$ cat src/rtl/pmc_matrix_emu.sv
// Responder-side model of the pixel matrix: per-column counter and config chains
// driven by the PMC shift/strobe/config controls, all sampled on the single clk.
module pmc_matrix_emu #(
   parameter int COLUMNS   = 16,
   parameter int PIXELS    = 8,
   parameter int CNT_WIDTH = 8,
   parameter int CFG_WIDTH = 4
) (
   input  logic               clk,
   input  logic               rst_n,
   input  logic               clkSh,
   input  logic               shA,
   input  logic               shB,
   input  logic               gate,
   input  logic               strobe,
   input  logic               write_cfg,
   input  logic [COLUMNS-1:0] dout,
   output logic [COLUMNS-1:0] din,
   output logic               err
);

   localparam int SH_WIDTH = PIXELS * CFG_WIDTH;
   localparam logic [CNT_WIDTH-1:0] CNT_MAX = {CNT_WIDTH{1'b1}};

   // Mode is the concatenation {shA, shB}.
   typedef enum logic [1:0] {
      MODE_IDLE      = 2'b00,
      MODE_CFG_SHIFT = 2'b01,
      MODE_CNT_SHIFT = 2'b10,
      MODE_ILLEGAL   = 2'b11
   } mode_t;

   mode_t mode;

   logic [CNT_WIDTH-1:0] cnt     [COLUMNS][PIXELS];
   logic [CFG_WIDTH-1:0] cfg     [COLUMNS][PIXELS];
   logic [SH_WIDTH-1:0]  shadow  [COLUMNS];
   logic [PIXELS-1:0]    cnt_link [COLUMNS];

   logic clk_sh_q, strobe_q, write_cfg_q;
   logic sh_rise, strobe_rise, cfg_rise;
   logic cnt_shift, cfg_shift, cnt_inc;

   assign mode        = mode_t'({shA, shB});
   assign sh_rise     = clkSh & ~clk_sh_q;
   assign strobe_rise = strobe & ~strobe_q;
   assign cfg_rise    = write_cfg & ~write_cfg_q;
   assign cnt_shift   = sh_rise && (mode == MODE_CNT_SHIFT);
   assign cfg_shift   = sh_rise && (mode == MODE_CFG_SHIFT);
   assign cnt_inc     = strobe_rise && gate && (mode == MODE_IDLE);

   // Serial input of each pixel in the counter chain: dout for pixel 0,
   // otherwise the MSB of the pixel below.
   always_comb begin
      for (int c = 0; c < COLUMNS; c++) begin
         cnt_link[c][0] = dout[c];
         for (int k = 1; k < PIXELS; k++) begin
            cnt_link[c][k] = cnt[c][k-1][CNT_WIDTH-1];
         end
      end
   end

   always_ff @(posedge clk or negedge rst_n) begin
      if (!rst_n) begin
         clk_sh_q    <= 1'b0;
         strobe_q    <= 1'b0;
         write_cfg_q <= 1'b0;
         err         <= 1'b0;
         for (int c = 0; c < COLUMNS; c++) begin
            shadow[c] <= '0;
            for (int k = 0; k < PIXELS; k++) begin
               cnt[c][k] <= '0;
               cfg[c][k] <= '0;
            end
         end
      end else begin
         clk_sh_q    <= clkSh;
         strobe_q    <= strobe;
         write_cfg_q <= write_cfg;
         if (sh_rise && (mode == MODE_ILLEGAL)) begin
            err <= 1'b1;
         end
         for (int c = 0; c < COLUMNS; c++) begin
            if (cfg_shift) begin
               shadow[c] <= {shadow[c][SH_WIDTH-2:0], dout[c]};
            end
            for (int k = 0; k < PIXELS; k++) begin
               // cfg sees the pre-shift shadow when a shift lands in the same cycle.
               if (cfg_rise) begin
                  cfg[c][k] <= shadow[c][k*CFG_WIDTH +: CFG_WIDTH];
               end
               if (cnt_shift) begin
                  cnt[c][k] <= {cnt[c][k][CNT_WIDTH-2:0], cnt_link[c][k]};
               end else if (cnt_inc && cfg[c][k][0] && (cnt[c][k] != CNT_MAX)) begin
                  cnt[c][k] <= cnt[c][k] + CNT_WIDTH'(1);
               end
            end
         end
      end
   end

   always_comb begin
      din = '0;
      for (int c = 0; c < COLUMNS; c++) begin
         unique case (mode)
            MODE_IDLE,
            MODE_CNT_SHIFT: din[c] = cnt[c][PIXELS-1][CNT_WIDTH-1];
            MODE_CFG_SHIFT: din[c] = shadow[c][SH_WIDTH-1];
            default:        din[c] = 1'b0;
         endcase
      end
   end

endmodule
$ cat config.mk
export PLATFORM = sky130hd
export DESIGN_NAME = pmc_matrix_emu
export DESIGN_NICKNAME = d
export VERILOG_FILES = /design/src/rtl/pmc_matrix_emu.sv
export SDC_FILE = /design/constraint.sdc
export NUM_CORES = 2
export LEC_CHECK = 0
export CAP_MARGIN = 40
export CORE_MARGIN = 2
export CORE_UTILIZATION = 30
export DETAILED_ROUTE_END_ITERATION = 12
export GPL_ROUTABILITY_DRIVEN = 1
export PLACE_DENSITY = 0.41
export RECOVER_POWER = 25
export SETUP_SLACK_MARGIN = 0.02
export SKIP_LAST_GASP = 1
export SYNTH_ARGS = -nofsm -noshare
export SYNTH_HDL_FRONTEND = slang
export SYNTH_SLANG_ARGS = --single-unit
export TNS_END_PERCENT = 30
$ cat constraint.sdc
create_clock -name clk -period 2.6 [get_ports clk]
set_clock_uncertainty 0.1 [all_clocks]
set_input_delay 0.52 -clock clk [delete_from_list [all_inputs] [get_ports clk]]
set_output_delay 0.52 -clock clk [all_outputs]
set_load 0.01 [all_outputs]
==> results <==
- The number of buffers created by CTS is 205.
- The async set-or-reset flop fraction in the synthesized netlist is 1.00.
- The count of flip-flops with a built-in enable after synthesis is 0.
- The commonest cells after synthesis are 1668 x sky130_fd_sc_hd__dfrtp_1, 1037 x sky130_fd_sc_hd__nand2_1, 657 x sky130_fd_sc_hd__a21oi_1.
- The clock network fraction of design power is 0.458.
- The standard cell with the maximum stage delay on the critical path is sky130_fd_sc_hd__nor2b_4.
- On the worst path, the slowest cell contributes a delay of between 0.3 and 0.4 ns.
- The number of buffers and inverters on the critical path is 4.
- The analysis attributes to net switching a power of 16.5 mW.
- For this design, the sink count on the clock tree is 1668.
- The total negative slack for setup checks is 0 ns.
- Based on the critical path, the design can be clocked at up to 401 MHz.
- The total power after layout is ~64 mW.
- The element type at the critical path end is a primary output.
- The cell depth of the worst flop-to-flop path is 6.
- In the routed layout, each cell is associated on average with a via count of 5.14.
- The first-pass GRT wire length is 353000 um.
- The signal on the critical path passes through buf_2, nor2b_4, buf_12, buf_4, nand2_1, o21ai_0, clkdlybuf4s15_2.
- Of the post-synthesis cell area, the part taken by muxes is 0.117.
- The number of hold-slack violations in the final timing report is 0.
- The later pin in the worst-skew pair is clocked with a latency of 0.87 ns.
- The data arrival time of the worst path is 1.87 ns.
- The most common cell in the synthesized netlist is sky130_fd_sc_hd__dfrtp_1.
- TritonCTS built the clock tree.
- Sorting the synthesized cells by area gives the leading types as sky130_fd_sc_hd__dfrtp_1 50%, sky130_fd_sc_hd__mux2_2 8.4%, sky130_fd_sc_hd__nand2_1 4.7%, sky130_fd_sc_hd__a21oi_1 3.9%, sky130_fd_sc_hd__mux2i_1 3.3%.
- The internal power component is 47.3 mW.
- The compound-gate portion of the synthesized area is 0.142.
- The critical path is of the input pin to primary output type.
- The synthesized-area fraction occupied by xor and xnor cells is 0.0137.
- Setup repair after global routing could not meet its margin everywhere.
- CTS placed an instance of sky130_fd_sc_hd__clkbuf_16 at the clock tree root.
- The register clock-pin slew on the reported worst setup and hold paths is 0.06 ns.
- The number of global-route vias before repair is roughly 65k.
- The number of fillers in the final layout is ~28k.
- The number of max-cap violations is 3.
- The number of pins with negative max-slew slack in the final report is between 100 and 150.
- In this run, distinct cell masters in the synthesized netlist total between 90 and 100.
- The wire-length estimate of the detail-placed layout is 143000 um.
- In this run the static leakage power is 42.9 nW.
- The die covers 282000 sq um.
- In the synthesized netlist, the number of instances is 8341.
- The pin count of the biggest net entering global routing is 96.
- The share of total power consumed by net switching is 0.259.
- The Yosys warning count is 0.
- The layout overhead on the synthesized area is 20.1%.
- The post-synthesis cell type with the largest combined area is sky130_fd_sc_hd__dfrtp_1.
- The post-layout utilization of the core is 0.362.
- The final net count is 9014.
- The initial antenna violation count is 7.
- The mean instance size in the synthesized netlist is 10.0 sq um.
- Across all register-to-register paths, the minimum setup slack is 0.19 ns.
- In the global route stage, overall resource usage came out at 0.151.
- The cell total after placement is ~12k.
- The most used flip-flop cell after synthesis is sky130_fd_sc_hd__dfrtp_1.
- The endpoint of the most critical register-to-register path is cnt[110].
- The worst reg2reg path startpoint is strobe_q.
- By area, the combinational part of the netlist is dominated by simple AND/OR/NAND/NOR gates.
- The detailed router placed 65.4k vias in this run.
- The number of port buffers is 40.
- The synthesized design contains around 1.7k register bits.
- In this run the cell area of the synthesized design comes to 83400 sq um.
- After detailed routing, the average wire length per cell comes to 16.8 um.
- The worst slew margin relative to its limit is -0.0470.
- The H-tree generated during clock tree synthesis spans 4 levels.
- For the pin with the worst max-slew slack, the measured transition is 1.57 ns.
- The register share of total power is 0.467.
- The checks that failed: max-capacitance violations, max-slew violations.
- When the netlist entered floorplanning its net count stood at 8493.
- 41 I/O pins were placed.
- Of the total synthesized cell area, the portion taken by AND, OR, NAND and NOR gates is 0.181.
- The required time of the critical path is slightly below 2 ns.
- Of the synthesized area, sequential elements account for 0.501.
- The peak fanout along the critical path is 7.
- At the end of routability-driven placement, the weighted congestion stood at 0.778.
- The count of cells in the finished layout, fillers not included, comes to 12.7k.
- The overall die height is 531 um.
- The path class of the tightest hold or removal check is input pin to asynchronous set/reset pin.
- The share of the cycle needed by the critical path after routing is 0.959.
- The post-route minimum period is roughly 2.5 ns.
- For this design the ratio of total power to cell area is 638 nW/um^2.
- The flow ran to the end, but the final reports show violations.
- The total routed wirelength is 214000 um.
- The arithmetic-cell share of the synthesized area counting full adders, half adders and majority gates is 0.0192.
- The number of design-rule violations left by the first detailed-router iteration is 3818.
- Row generation in the floorplan step produced 193 rows.
- The worst voltage drop across the vdd grid is around 0.55 mV.
- The length of the first detailed-routing pass in iterations is 8.
- The maximum clock path buffer count is 4.
- The floorplan step set the die width to 531 um.
- The number of antenna-violating nets in the routed design is 0.
- In the routed design, unresolved DRC markers number 0.
- Of the total power, combinational logic draws 0.075.
- The total global routing overflow is 0.
- The final count of negative-setup-slack endpoints is 0.
- The worst setup path is launched from an input pin.
- In the final layout, the share of cells above drive strength 1 is 0.194.
- Among cell families on the critical path, the largest total delay comes from buffers and inverters.
- Of the post-synthesis cell area, the dominant cell type holds 0.501.
- The initial core utilization is 0.302.
- The area of the core region is 276000 sq um.
-- cell usage in the layout, fill, tap and decap left out, types with 46 or more instances in the layout --
| cell | synthesis | routed |
|---|---|---|
| sky130_fd_sc_hd__inv_1 | 112 | 112 |
| sky130_fd_sc_hd__o211ai_1 | 151 | 151 |
| sky130_fd_sc_hd__xor2_1 | 52 | 52 |
| sky130_fd_sc_hd__clkbuf_16 | 0 | 206 |
| sky130_fd_sc_hd__nand2_1 | 1037 | 1036 |
| sky130_fd_sc_hd__a211oi_1 | 111 | 111 |
| sky130_fd_sc_hd__a31oi_1 | 75 | 75 |
| sky130_fd_sc_hd__and3_1 | 171 | 171 |
| sky130_fd_sc_hd__nor2_1 | 415 | 415 |
| sky130_fd_sc_hd__mux2i_1 | 278 | 278 |
| sky130_fd_sc_hd__ha_1 | 128 | 128 |
| sky130_fd_sc_hd__nand4_1 | 226 | 226 |
| sky130_fd_sc_hd__clkbuf_1 | 330 | 52 |
| sky130_fd_sc_hd__nor4_1 | 57 | 57 |
| sky130_fd_sc_hd__o22ai_1 | 52 | 52 |
| sky130_fd_sc_hd__clkinv_2 | 0 | 46 |
| sky130_fd_sc_hd__mux2_2 | 623 | 623 |
| sky130_fd_sc_hd__nor3_1 | 312 | 312 |
| sky130_fd_sc_hd__clkbuf_8 | 0 | 46 |
| sky130_fd_sc_hd__nand2b_1 | 55 | 54 |
| sky130_fd_sc_hd__nand3_1 | 510 | 510 |
| sky130_fd_sc_hd__a21oi_1 | 657 | 657 |
| sky130_fd_sc_hd__dfrtp_1 | 1668 | 1667 |
| sky130_fd_sc_hd__o21ai_0 | 449 | 441 |
| sky130_fd_sc_hd__xnor2_1 | 78 | 78 |
| sky130_fd_sc_hd__buf_12 | 0 | 107 |
| sky130_fd_sc_hd__a311oi_1 | 75 | 75 |
| sky130_fd_sc_hd__buf_4 | 4 | 559 |
-- metrics by stage --
stage	hold WS (ns)	setup WS, ns	instance area, sq um
final	0.139	0.106	100000
after floorplan	0.124	0.201	83400
after CTS	0.0743	-0.0504	100000
after detailed placement	0.380	-0.701	93500
after global placement	0.368	-0.703	93500
after global routing	0.0972	-0.0117	100000
-- metal layers --
layer / up-vias / track usage / part of all wire
li1: 31900 / - / -
met1: 32400 / 0.212 / 0.49
met2: 826 / 0.244 / 0.46
met3: 292 / 0.0208 / 0.033
met4: 0 / 0.0396 / 0.024
met5: - / 0 / 0
-- registers in the layout, indices dropped and copies added, names as in the netlist --
signal       count
err              1
cnt           1024
strobe_q         1
cfg            128
clk_sh_q         1
write_cfg_q      1
shadow         512
-- worst max-delay path by stage --
stage                 from       end  slack [ns]  depth (start not counted)
2_1_floorplan          shA  cnt[382]        0.20                          6
3_3_place_gp           shA  cnt[711]       -0.70                          8
3_5_place_dp           shA  cnt[711]       -0.70                          8
4_1_cts        shadow[511]    din[0]       -0.05                          4
5_1_grt           cnt[583]    din[6]       -0.01                          4
6_report               shB    din[3]        0.11                          7
-- timing repair --
item / CTS / global route
endpoints found under the setup margin: 17 / 8
pin swaps: 0 / 1
gates resized for setup: 65 / 4
endpoints found under the hold margin: 823 / 0
cloned: 0 / 0
buffers inserted: 7 / 0
hold buffers: 3 / 0
-- kinds of logic after synthesis --
family | Yosys count
and+or+nand+nor | 3066
AOI/OAI and AO/OA | 1896
DFF | 1668
muxes | 901
buffers and inverters | 552
xor gates and xnor gates | 130
adders and majority gates | 128
-- layout make-up --
type                       instances  area, sq um  share of cell area
antenna                            4         10.0           0.0000999
clock buffer                     283         5900              0.0589
clock inverter                    84          965             0.00963
inverter                         112          420             0.00420
multi-input combinational       6121        39500               0.395
sequential                      1668        41700               0.417
tap                             3705         4640              0.0463
timing repair buffer             754         6970              0.0696
-- power groups by stage --
stage / Combinational [mW] / Clock [mW] / Sequential, mW
6_report: 4.78 / 29.3 / 29.8
5_1_grt: 5.50 / 31.6 / 30.2
4_1_cts: 4.99 / 30.5 / 29.8
3_5_place_dp: 4.96 / 0 / 30.3
3_3_place_gp: 4.85 / 0 / 30.2
2_1_floorplan: 3.21 / 0 / 29.6
Power figures use the tool's default switching activity.
